`config.mk`:
```
export PLATFORM = sky130hd
export DESIGN_NAME = pipe_fixed_point_acc
export DESIGN_NICKNAME = d
export VERILOG_FILES = /design/src/rtl/pipe_fixed_point_acc.sv
export SDC_FILE = /design/constraint.sdc
export NUM_CORES = 1
export LEC_CHECK = 0
export BUFFER_PORTS_ARGS = -buffer_cell sky130_fd_sc_hd__buf_2
export CAP_MARGIN = 25
export CORE_AREA = 2 2 88 90
export CTS_CLUSTER_SIZE = 16
export DETAILED_ROUTE_END_ITERATION = 12
export DIE_AREA = 0 0 90 92
export PLACE_DENSITY_LB_ADDON = 0.3
export SYNTH_ARGS = -nofsm -noshare
export SYNTH_HDL_FRONTEND = slang
export SYNTH_SLANG_ARGS = --single-unit
```
`constraint.sdc`:
```
create_clock -name clk -period 9.64 [get_ports clk]
set_input_delay 0 -clock clk [delete_from_list [all_inputs] [get_ports clk]]
set_output_delay 0 -clock clk [all_outputs]
set_load 0.02 [all_outputs]
```
`src/rtl/pipe_fixed_point_acc.sv`:
```
`timescale 1ns/1ps
// Saturating per-frame accumulator of signed fixed-point samples; result held until accepted.
// Optional upstream overflow input enabled by FIXED_ACC_INOVF_EN.
module pipe_fixed_point_acc #(
  parameter int WII   = 8,
  parameter int WIF   = 8,
  parameter int WOI   = 16,
  parameter int WOF   = 8,
  parameter int WCNT  = 9,
  parameter int ROUND = 1
) (
  input  logic                 clk,
  input  logic                 rst,
  input  logic                 in_valid,
  output logic                 in_ready,
  input  logic                 in_last,
  input  logic [WII+WIF-1:0]   in,
`ifdef FIXED_ACC_INOVF_EN
  input  logic                 in_overflow,
`endif
  output logic                 out_valid,
  input  logic                 out_ready,
  output logic [WOI+WOF-1:0]   out,
  output logic                 out_overflow,
  output logic [WCNT-1:0]      out_count
);

  localparam int WO  = WOI + WOF;
  localparam int WFX = (WOF > WIF) ? WOF : WIF;
  // Two spare integer bits leave room for the rounding carry before the clamp.
  localparam int EW  = WOI + WFX + 2;
  localparam int LSH = WFX - WIF;
  localparam int RSH = WFX - WOF;
  localparam logic [EW-1:0] RND = (ROUND != 0) ? ((EW'(1) << RSH) >> 1) : '0;
  localparam logic signed [EW-1:0] MAX_E = (EW'(1) << (WO - 1)) - EW'(1);

  typedef enum logic {ACC, HOLD} state_t;
  state_t state;

  logic [WO-1:0]         acc;
  logic [WCNT-1:0]       cnt;
  logic                  sticky;

  logic signed [EW-1:0]  ext;
  logic signed [EW-1:0]  rnd_sh;
  logic [WO-1:0]         aligned;
  logic [WO:0]           sum;
  logic                  sat_hi;
  logic                  sat_lo;
  logic [WO-1:0]         sum_sat;
  logic                  beat_ovf;
  logic [WCNT-1:0]       cnt_nxt;
  logic                  accept;

  assign in_ready = (state == ACC);
  assign accept   = in_valid && in_ready;

  always_comb begin
    ext     = EW'($signed(in)) <<< LSH;
    rnd_sh  = (ext + $signed(RND)) >>> RSH;
    aligned = (rnd_sh > MAX_E) ? MAX_E[WO-1:0] : rnd_sh[WO-1:0];

    sum     = {acc[WO-1], acc} + {aligned[WO-1], aligned};
    sat_hi  = !sum[WO] &&  sum[WO-1];
    sat_lo  =  sum[WO] && !sum[WO-1];
    if (sat_hi)
      sum_sat = {1'b0, {(WO-1){1'b1}}};
    else if (sat_lo)
      sum_sat = {1'b1, {(WO-1){1'b0}}};
    else
      sum_sat = sum[WO-1:0];

`ifdef FIXED_ACC_INOVF_EN
    beat_ovf = sat_hi || sat_lo || in_overflow;
`else
    beat_ovf = sat_hi || sat_lo;
`endif
    cnt_nxt = (&cnt) ? cnt : cnt + WCNT'(1);
  end

  always_ff @(posedge clk) begin
    if (rst) begin
      state        <= ACC;
      acc          <= '0;
      sticky       <= 1'b0;
      cnt          <= '0;
      out_valid    <= 1'b0;
      out          <= '0;
      out_overflow <= 1'b0;
      out_count    <= '0;
    end else begin
      case (state)
        ACC: begin
          if (accept) begin
            if (in_last) begin
              out          <= sum_sat;
              out_count    <= cnt_nxt;
              out_overflow <= sticky || beat_ovf;
              out_valid    <= 1'b1;
              acc          <= '0;
              cnt          <= '0;
              sticky       <= 1'b0;
              state        <= HOLD;
            end else begin
              acc          <= sum_sat;
              cnt          <= cnt_nxt;
              sticky       <= sticky || beat_ovf;
            end
          end
        end
        HOLD: begin
          if (out_ready) begin
            out_valid <= 1'b0;
            state     <= ACC;
          end
        end
        default: state <= ACC;
      endcase
    end
  end

endmodule
```
==> results.md, run 1 <==
- Status: complete, no violations
- Initial antenna violation count: 0
- Synth area leaders: dfxtp_1 (36%), ha_1 (9.0%), a221o_1 (6.7%)
- Synth unique cells: 53
- CTS Buffer Depth: 2
- Slew @ Worst Pin: 0.933 ns
- Slowest CP cell: a311oi_4
- Routed vias: 3562
- Sequential cell area: 1400 sq um
- Main synth FF type: dfxtp_1
- Residual DRC count: 0
- Placed inst area: 4240 sq um
- Clk sink count: 70
- VDD IR max: 0.105 mV
- CP endpoint kind: register
- Final instance area: 4480 sq um
- Diode count: 0
- DR iter-0 viols: 182
- TritonCTS clock tree: built
- Critical path type: reg -> reg
- Leak pwr: 2.02 nW
- Clock Skew: 0.00632 ns
- Grt ovf: 0
- Post-CTS Resized: 0
- Hold Crit Class: in -> reg
- PwrDens: 189 nW/um^2
- Crit start category: register
- Rows: 32
- Router iterations before antenna repair: 4
- Req. time, crit path: 9.86 ns
- Final TNS setup: 0 ns
- Fin Hold WS: 0.0929 ns
- Count of nets after finishing: 543
- CTS root buf: clkbuf_8
- Place WS: 5.74 ns
- Avg WL per Cell: 16.5 um
- DP Wirelength: 6.93 mm
- Syn_nets: 498
- Crit-path cells: ha_1 -> inv_1 -> fa_1 -> and2b_1 -> o2111ai_1 -> a21oi_2 -> a311oi_4 -> nand2b_1 -> a21oi_2 -> a311oi_2 -> nand2b_1 -> ha_1 -> clkinv_1 -> a41oi_1 -> o31ai_1 -> a22oi_1 -> o31ai_1
- Port bufs: 56
- Cell taking the most area after synthesis: dfxtp_1
- Core Region: 7450 sq um
- Hold Fails Final Rpt: 0
- Yosys top cell area share: 35.9%
- Num CTS Buffers: 9
- Setup slack after layout: 5.63 ns
- Worst Path Buf+Inv: 2
- Max Slew Vio Count: 0
- # IOs: 57
- Min Tclk post-route: 4.01 ns
- CTS H-Tree Depth: 3
- Post-route clock period utilization: 41.6%
- Seq cells post-synth: 70
- WP data arrival: 4.23 ns
- Ys async rst share: 0%
- Family with the most delay on the worst path: compound AO/OA/AOI/OAI gates
- Vias in the first global route: 3351
- CTS clk-pin slew, worst paths: 0.08 ns
- First-pass GRT wire length: 16.4 mm
- FMAX: 249 MHz
- Hold-fix buffers at CTS: 1
- # Max-Cap Violations: 0
- Max incr delay on CP: 0.40 ns
- Sequential share of the synthesized area: 35.9%
- Via density: 5.94
- RePlAce Congestion: 0.921
- Post-synthesis cell count: 448
- Unrepaired setup endpoints after global routing: false
- Die ar.: 8280 sq um
- Starting Density: 52.4%
- Max_slew headroom: 37.6%
- Area of the multi-input gates: 2370 sq um
- Crit Path Max Fanout: 10
- Fraction of layout cells with a size suffix above 1: 16.9%
- Syn avg cell area: 8.71 sq um
- Antenna viol nets, final: 0
- Synth warnings: 0
- Drt total wl: 9.92 mm
- Die X: 90 um
- Filler instances: 671
- Skew-Pair Late Insertion Delay: 0.34 ns
- Largest net degree at the start of global routing: 27
- GRT Overall Usage: 24.4%
- Layout overhead on the synthesized area: 14.8%
- Chip height: 92 um
- Syn Std Cell Area: 3900 sq um
- Synth cell count leaders: dfxtp_1 (70), nand2_1 (42), a21oi_1 (35)
- Final setup fails: 0
- Count leader, synth: dfxtp_1
- Post-CTS Setup Inserts: 0
- EDFF count, synth: 0
-- stage by stage --
stage | total power (W) | util, % | instances
detailed placement | 0.000570 | 56.9 | 583
floorplan | 0.000508 | - | 448
finish | 0.000848 | 60.1 | 600
CTS | 0.000847 | 60.1 | 600
global route | 0.000889 | 60.1 | 600
global placement | 0.000564 | 56.7 | 582
-- registers in the layout, summed over array words and instances, names as in the netlist --
name	count
out_valid	1
out	24
sticky	1
out_overflow	1
state	1
acc	24
out_count	9
cnt	9
-- cell type report --
type / instances / area share [%]
well taps: 102 / 2.85
clock inverters: 4 / 1.73
repair buffers: 59 / 6.90
multi-input cells: 344 / 53.0
inverters: 9 / 0.754
flip-flops and latches: 70 / 31.3
clock buffers: 12 / 3.46
-- where the power goes --
| group | total [W] | internal (W) | switching [W] |
|---|---|---|---|
| clock network | 0.000280 | 0.000162 | 0.000118 |
| logic | 0.000238 | 0.0000927 | 0.000146 |
| registers | 0.000330 | 0.000315 | 0.0000150 |
-- metal layers --
| metal | vias up | GRT usage, % | wire length [um] |
|---|---|---|---|
| met4 | 0 | 9.36 | 250 |
| met2 | 109 | 42.4 | 4780 |
| met5 | - | 0 | 0 |
| met3 | 20 | 4.60 | 477 |
| li1 | 1752 | - | - |
| met1 | 1681 | 30.0 | 4410 |
-- worst paths after layout --
path	start	to	slack [ns]	cells past startpoint
max	acc[0]$_SDFFE_PP0P_	out[20]$_SDFFE_PP0P_	5.63	17
max reg2reg	acc[0]$_SDFFE_PP0P_	out[20]$_SDFFE_PP0P_	5.63	17
min	rst	cnt[0]$_SDFFE_PP0P_	0.09	2
min reg2reg	out_count[8]$_SDFFE_PP0P_	out_count[8]$_SDFFE_PP0P_	0.44	2
-- cells in the final DEF, fill, tap and decap left out, types with 5 or more instances in the layout --
cell      instances
buf_2            56
o21ai_0          26
xnor2_1          20
a22oi_1          10
a22o_1            5
ha_1             28
nor2_1           32
nand2_1          42
nand4_1           5
a221o_1          26
o21a_1            5
a21oi_1          34
and3_1            7
nand2b_1          8
xor2_1            9
a21o_1           12
inv_1             8
nor2b_1           8
nor3_1            9
a31oi_1           6
dfxtp_1          70
o31ai_1           5
clkbuf_8         11
nand3_1           5
-- cell families (layout without fill, tap and decap cells) --
| group | after synthesis | count (layout) | synth area share (%) |
|---|---|---|---|
| XOR/XNOR | 29 | 29 | 6.51 |
| AND/OR/NAND/NOR | 130 | 130 | 15.7 |
| adder cells (fa/ha/maj) | 29 | 29 | 9.49 |
| AO/OA/AOI/OAI | 155 | 155 | 28.8 |
| multiplexers | 1 | 1 | 0.257 |
| buffers and inverters | 34 | 84 | 3.33 |
| flip-flops | 70 | 70 | 35.9 |
Note: power is estimated with default switching activity, not from simulation.
==> run 2, diff against run 1 <==
- clock period: 9.64 -> 4.2 ns (I/O delays scaled with it)
==> run 2 against run 1 <==
Compared with the run above:
- core utilization shrank 0.22 points
- maximum frequency grew 5.6%
- sequential power grew 130%
- worst hold slack lost 0.0077 ns
- via count grew 0.87%
- power grew 120%
- critical path depth shrank 3
- critical endpoint is now acc[10]$_SDFFE_PP0P_
- highest routed layer unchanged
==> results.md, run 2 (synthesized netlist as in run 1, its figures left out) <==
- Initial antenna violation count: 0 (unchanged)
- First-pass GRT wire length: 15.9 mm (-2.9%)
- # IOs: 57 (unchanged)
- Final setup fails: 0 (unchanged)
- Status: complete, no violations
- Fraction of layout cells with a size suffix above 1: 17.4% (+0.53 points)
- Crit Path Max Fanout: 14 (+4)
- Critical path type: reg -> reg
- CTS clk-pin slew, worst paths: 0.08 ns (about the same)
- Max_slew headroom: 41.4% (+3.8 points)
- Final TNS setup: 0 ns (unchanged)
- Fin Hold WS: 0.0852 ns (-0.00768 ns)
- Clock Skew: 0.0155 ns (+0.00915 ns)
- Skew-Pair Late Insertion Delay: 0.35 ns (about the same)
- Filler instances: 707 (+5.4%)
- Post-CTS Setup Inserts: 0 (unchanged)
- RePlAce Congestion: 0.933 (+1.2%)
- Slew @ Worst Pin: 0.876 ns (-0.0566 ns)
- Post-route clock period utilization: 90.5% (+49 points)
- Final Total Pwr: 0.00186 W (+120%)
- Routed vias: 3593 (+0.87%)
- Slowest CP cell: and2_1
- Core Region: 7450 sq um (unchanged)
- Crit start category: register
- Hold Fails Final Rpt: 0 (unchanged)
- Starting Density: 52.4% (unchanged)
- Count of nets after finishing: 545 (+0.37%)
- CTS Buffer Depth: 2 (unchanged)
- Diode count: 0 (unchanged)
- Clk sink count: 70 (unchanged)
- CP endpoint kind: register
- Hold Crit Class: in -> reg
- CTS root buf: clkbuf_8
- Vias in the first global route: 3364 (+0.39%)
- Max Slew Vio Count: 0 (unchanged)
- PwrDens: 417 nW/um^2 (+120%)
- WP data arrival: 4.10 ns (-0.13 ns)
- TritonCTS clock tree: built
- Die X: 90 um (unchanged)
- Min Tclk post-route: 3.80 ns (-0.212 ns)
- GRT Overall Usage: 23.5% (-0.92 points)
- Antenna viol nets, final: 0 (unchanged)
- FMAX: 263 MHz (+5.6%)
- Rows: 32 (unchanged)
- Req. time, crit path: 4.49 ns (-5.37 ns)
- Unrepaired setup endpoints after global routing: false
- VDD IR max: 0.279 mV (+170%)
- Largest net degree at the start of global routing: 27 (unchanged)
- CTS H-Tree Depth: 3 (unchanged)
- Crit-path cells: ha_1 -> inv_1 -> fa_1 -> and2b_1 -> o2111ai_1 -> a21oi_2 -> a311oi_4 -> nand2b_1 -> a21oi_2 -> a311oi_2 -> nor2b_1 -> ha_1 -> and2_1 -> a221o_1
- Avg WL per Cell: 16.0 um (-3.3%)
- Residual DRC count: 0 (unchanged)
- Grt ovf: 0 (unchanged)
- DR iter-0 viols: 197 (+8.2%)
- Chip height: 92 um (unchanged)
- DP Wirelength: 6.92 mm (-0.15%)
- Max incr delay on CP: 0.55 ns (+0.15 ns)
- Largest regs: acc: 24 flops, out: 24 flops
- Via density: 5.97 (+0.54%)
- Die ar.: 8280 sq um (unchanged)
- Router iterations before antenna repair: 5 (+1)
- Layout overhead on the synthesized area: 14.4%
- # Max-Cap Violations: 0 (unchanged)
- Commonest non-fill, non-tap cell in the layout: dfxtp_1
- Commonest non-fill, non-tap cells in the layout: dfxtp_1 (70), buf_2 (56), nand2_1 (42)
- Leak pwr: 2.01 nW (-0.41%)
- Num CTS Buffers: 9 (unchanged)
- Drt total wl: 9.62 mm (-3.0%)
- Port bufs: 56 (unchanged)
## run 2: cell type report
type	instances	area (sq um)	area share [%]
Timing Repair Buffer	61	320	7.18
Inverter	9	33.8	0.757
Tap cell	102	128	2.86
Multi-Input combinational cell	344	2370	53.2
Clock inverter	6	67.6	1.51
Clock buffer	10	138	3.08
Sequential cell	70	1400	31.4
## run 2: per-stage QoR
| stage | util [%] | setup WS (ns) | cell area (sq um) | cells |
|---|---|---|---|---|
| 2_1_floorplan | - | 0.627 | 3900 | 448 |
| 3_3_place_gp | 56.9 | 0.578 | 4240 | 584 |
| 3_5_place_dp | 56.9 | 0.425 | 4240 | 584 |
| 4_1_cts | 59.8 | 0.410 | 4460 | 601 |
| 5_1_grt | 59.9 | 0.0818 | 4460 | 602 |
| 6_report | 59.9 | 0.398 | 4460 | 602 |
## run 2: worst paths after layout
path,startpoint,end,slack (ns),depth (start not counted)
worst max-delay path,acc[0]$_SDFFE_PP0P_,acc[10]$_SDFFE_PP0P_,0.40,14
worst min-delay path,rst,cnt[5]$_SDFFE_PP0P_,0.09,2
worst max register to register,acc[0]$_SDFFE_PP0P_,acc[10]$_SDFFE_PP0P_,0.40,14
worst min register to register,out_count[1]$_SDFFE_PP0P_,out_count[1]$_SDFFE_PP0P_,0.45,2
## run 2: layer usage
metal  up-vias  GRT usage (%)  wire length [um]
met5         -              0                 0
met4         0           12.4               368
met3        29           4.03               470
met2       131           38.7              4540
met1      1682           29.6              4240
li1       1751              -                 -
## run 2: repair_timing
action	4_1_cts	5_1_grt
hold buffers	1	0
gates resized for setup	0	0
hold endpoints to repair	2	0
## run 2: worst max-delay path: cells and delay by family, from the launching register on
kind / cells / cell delay [ns]
AND/OR/NAND/NOR: 4 / 1.15
buffers and inverters: 1 / 0.05
AO/OA/AOI/OAI: 6 / 1.14
flip-flops: 1 / 0.35
adder cells (fa/ha/maj): 3 / 1.04
## run 2: power by group
part / switching, W / internal [W] / leakage [nW]
sequential: 0.0000361 / 0.000723 / 0.571
combinational: 0.000332 / 0.000214 / 1.34
clock: 0.000265 / 0.000293 / 0.0993
==> run 3, diff against run 2 <==
- PLACE_DENSITY: not set -> 0.84
- PLACE_DENSITY_LB_ADDON: 0.3 -> not set
- RECOVER_POWER: not set -> 50
- SKIP_LAST_GASP: not set -> 1
==> run 3 against run 2 <==
Compared with the run above:
- the run now ends with capacitance limit, slew limit left
- first-iteration DRC count increased by 31%
- wire length grew 1.2%
- non-clock buffer count unchanged
- cell area shrank 0.84%
- maximum frequency down 0.82%
- worst setup slack lost 0.032 ns
- sequential power about the same
==> results.md, run 3 (synthesized netlist as in run 1, its figures left out) <==
- Crit Path Max Fanout: 14 (unchanged)
- Crit start category: register
- Port bufs: 56 (unchanged)
- Hold Crit Class: in -> reg
- Rows: 32 (unchanged)
- Final setup fails: 0 (unchanged)
- Hold Fails Final Rpt: 0 (unchanged)
- GRT Overall Usage: 24.4% (+0.86 points)
- DR iter-0 viols: 259 (+31%)
- Largest regs: acc: 24 flops, out: 24 flops
- Skew-Pair Late Insertion Delay: 0.35 ns (about the same)
- Max_slew headroom: -5.87% (-47 points)
- CTS H-Tree Depth: 3 (unchanged)
- Placed inst area: 4250 sq um (+0.27%)
- Fraction of layout cells with a size suffix above 1: 10.4% (-7.0 points)
- Avg WL per Cell: 16.2 um (+1.2%)
- Status: finished with violations
- Router iterations before antenna repair: 5 (unchanged)
- Filler instances: 691 (-2.3%)
- Drt total wl: 9.74 mm (+1.2%)
- Initial antenna violation count: 0 (unchanged)
- Die X: 90 um (unchanged)
- Req. time, crit path: 4.50 ns (about the same)
- Layout overhead on the synthesized area: 13.4%
- First-pass GRT wire length: 16.4 mm (+3.5%)
- Critical path type: reg -> reg
- Max Slew Vio Count: 37 (+37)
- Min Tclk post-route: 3.83 ns (+0.0315 ns)
- Clock Skew: 0.0102 ns (-0.00531 ns)
- CTS Buffer Depth: 2 (unchanged)
- Residual DRC count: 0 (unchanged)
- Core Region: 7450 sq um (unchanged)
- Count of nets after finishing: 545 (unchanged)
- Final instance area: 4430 sq um (-0.84%)
- Post-route clock period utilization: 91.3% (+0.75 points)
- # Max-Cap Violations: 1 (+1)
- Die ar.: 8280 sq um (unchanged)
- Clk sink count: 70 (unchanged)
- Largest net degree at the start of global routing: 37 (+37%)
- Vias in the first global route: 3484 (+3.6%)
- FMAX: 261 MHz (-0.82%)
- Chip height: 92 um (unchanged)
- Via density: 6.03 (+1.0%)
- TritonCTS clock tree: built
- RePlAce Congestion: 0.881 (-5.5%)
- # IOs: 57 (unchanged)
- Commonest non-fill, non-tap cell in the layout: dfxtp_1
- Grt ovf: 0 (unchanged)
- Leak pwr: 1.86 nW (-7.6%)
- Commonest non-fill, non-tap cells in the layout: dfxtp_1 (70), nand2_1 (42), clkbuf_1 (37)
- CP endpoint kind: register
- CTS clk-pin slew, worst paths: 0.08 ns (about the same)
- Starting Density: 52.4% (unchanged)
- Routed vias: 3630 (+1.0%)
- Diode count: 0 (unchanged)
- Num CTS Buffers: 9 (unchanged)
- WP data arrival: 4.13 ns (+0.03 ns)
- DP Wirelength: 6.93 mm (+0.26%)
- Post-Route Utilization: 59.4% (-0.50 points)
- VDD IR max: 0.315 mV (+13%)
- Unrepaired setup endpoints after global routing: false
- Slew @ Worst Pin: 1.59 ns (+0.712 ns)
- Antenna viol nets, final: 0 (unchanged)
- CTS root buf: clkbuf_8
- Final TNS setup: 0 ns (unchanged)
- PwrDens: 421 nW/um^2 (+0.93%)
- Violated checks: capacitance limit, slew limit
- Post-CTS Setup Inserts: 0 (unchanged)
-- run 3: cell count changes in the layout (fill, tap and decap cells not counted), moves of 2 or more --
cell      change
clkinv_4      +2
clkbuf_1     +37
buf_4         -2
buf_2        -36
-- run 3: stage by stage --
step	hold slack, ns	instances	power [W]	setup WS, ns
2_1_floorplan	0.103	448	0.00117	0.627
3_3_place_gp	0.207	584	0.00129	0.456
3_5_place_dp	0.221	585	0.00131	0.319
4_1_cts	0.0628	602	0.00187	0.265
5_1_grt	0.0745	602	0.00196	0.0187
6_report	0.0786	602	0.00186	0.366
-- run 3: power by group --
group	switching, W	leakage (nW)	internal (W)	total (W)
combinational	0.000335	1.19	0.000207	0.000543
clock	0.000282	0.0980	0.000282	0.000564
sequential	0.0000354	0.571	0.000722	0.000758
total	0.000653	1.86	0.00121	0.00186
-- run 3: path summary, 6_finish.rpt --
path	start	to	slack [ns]	cells after the start
worst min register to register	out_count[8]$_SDFFE_PP0P_	out_count[8]$_SDFFE_PP0P_	0.45	2
worst max-delay path	acc[0]$_SDFFE_PP0P_	acc[18]$_SDFFE_PP0P_	0.37	14
worst max register to register	acc[0]$_SDFFE_PP0P_	acc[18]$_SDFFE_PP0P_	0.37	14
worst min-delay path	in[0]	out[0]$_SDFFE_PP0P_	0.08	4
-- run 3: repair_timing --
item / CTS / global route
resized for setup: 0 / 2
hold buffers: 1 / 0
endpoints found under the hold margin: 2 / 0
endpoints found under the setup margin: 0 / 3
-- run 3: cell type report --
| cell class | count | area [sq um] | share of cell area [%] |
|---|---|---|---|
| clock buffers | 9 | 124 | 2.80 |
| flip-flops and latches | 70 | 1400 | 31.7 |
| clock inverters | 7 | 82.6 | 1.87 |
| inverters | 9 | 37.5 | 0.848 |
| well taps | 102 | 128 | 2.88 |
| repair buffers | 61 | 275 | 6.22 |
| multi-input cells | 344 | 2380 | 53.7 |
-- run 3: worst max-delay path: stages, from the launching register on --
cell	delay (ns)
dfxtp_1	0.34
ha_1	0.17
inv_1	0.05
fa_1	0.39
and2b_1	0.23
o2111ai_1	0.16
a21oi_2	0.24
a311oi_4	0.15
nand2b_1	0.20
a21oi_2	0.23
a311oi_2	0.18
nor2b_1	0.18
ha_1	0.50
and2_1	0.57
a221o_1	0.20
-- run 3: metal layers --
metal	global-route usage, %	vias up	wire length [um]
met5	0	-	0
met4	10.0	0	248
met3	6.57	19	665
met2	40.6	145	4680
met1	29.9	1710	4140
li1	-	1756	-
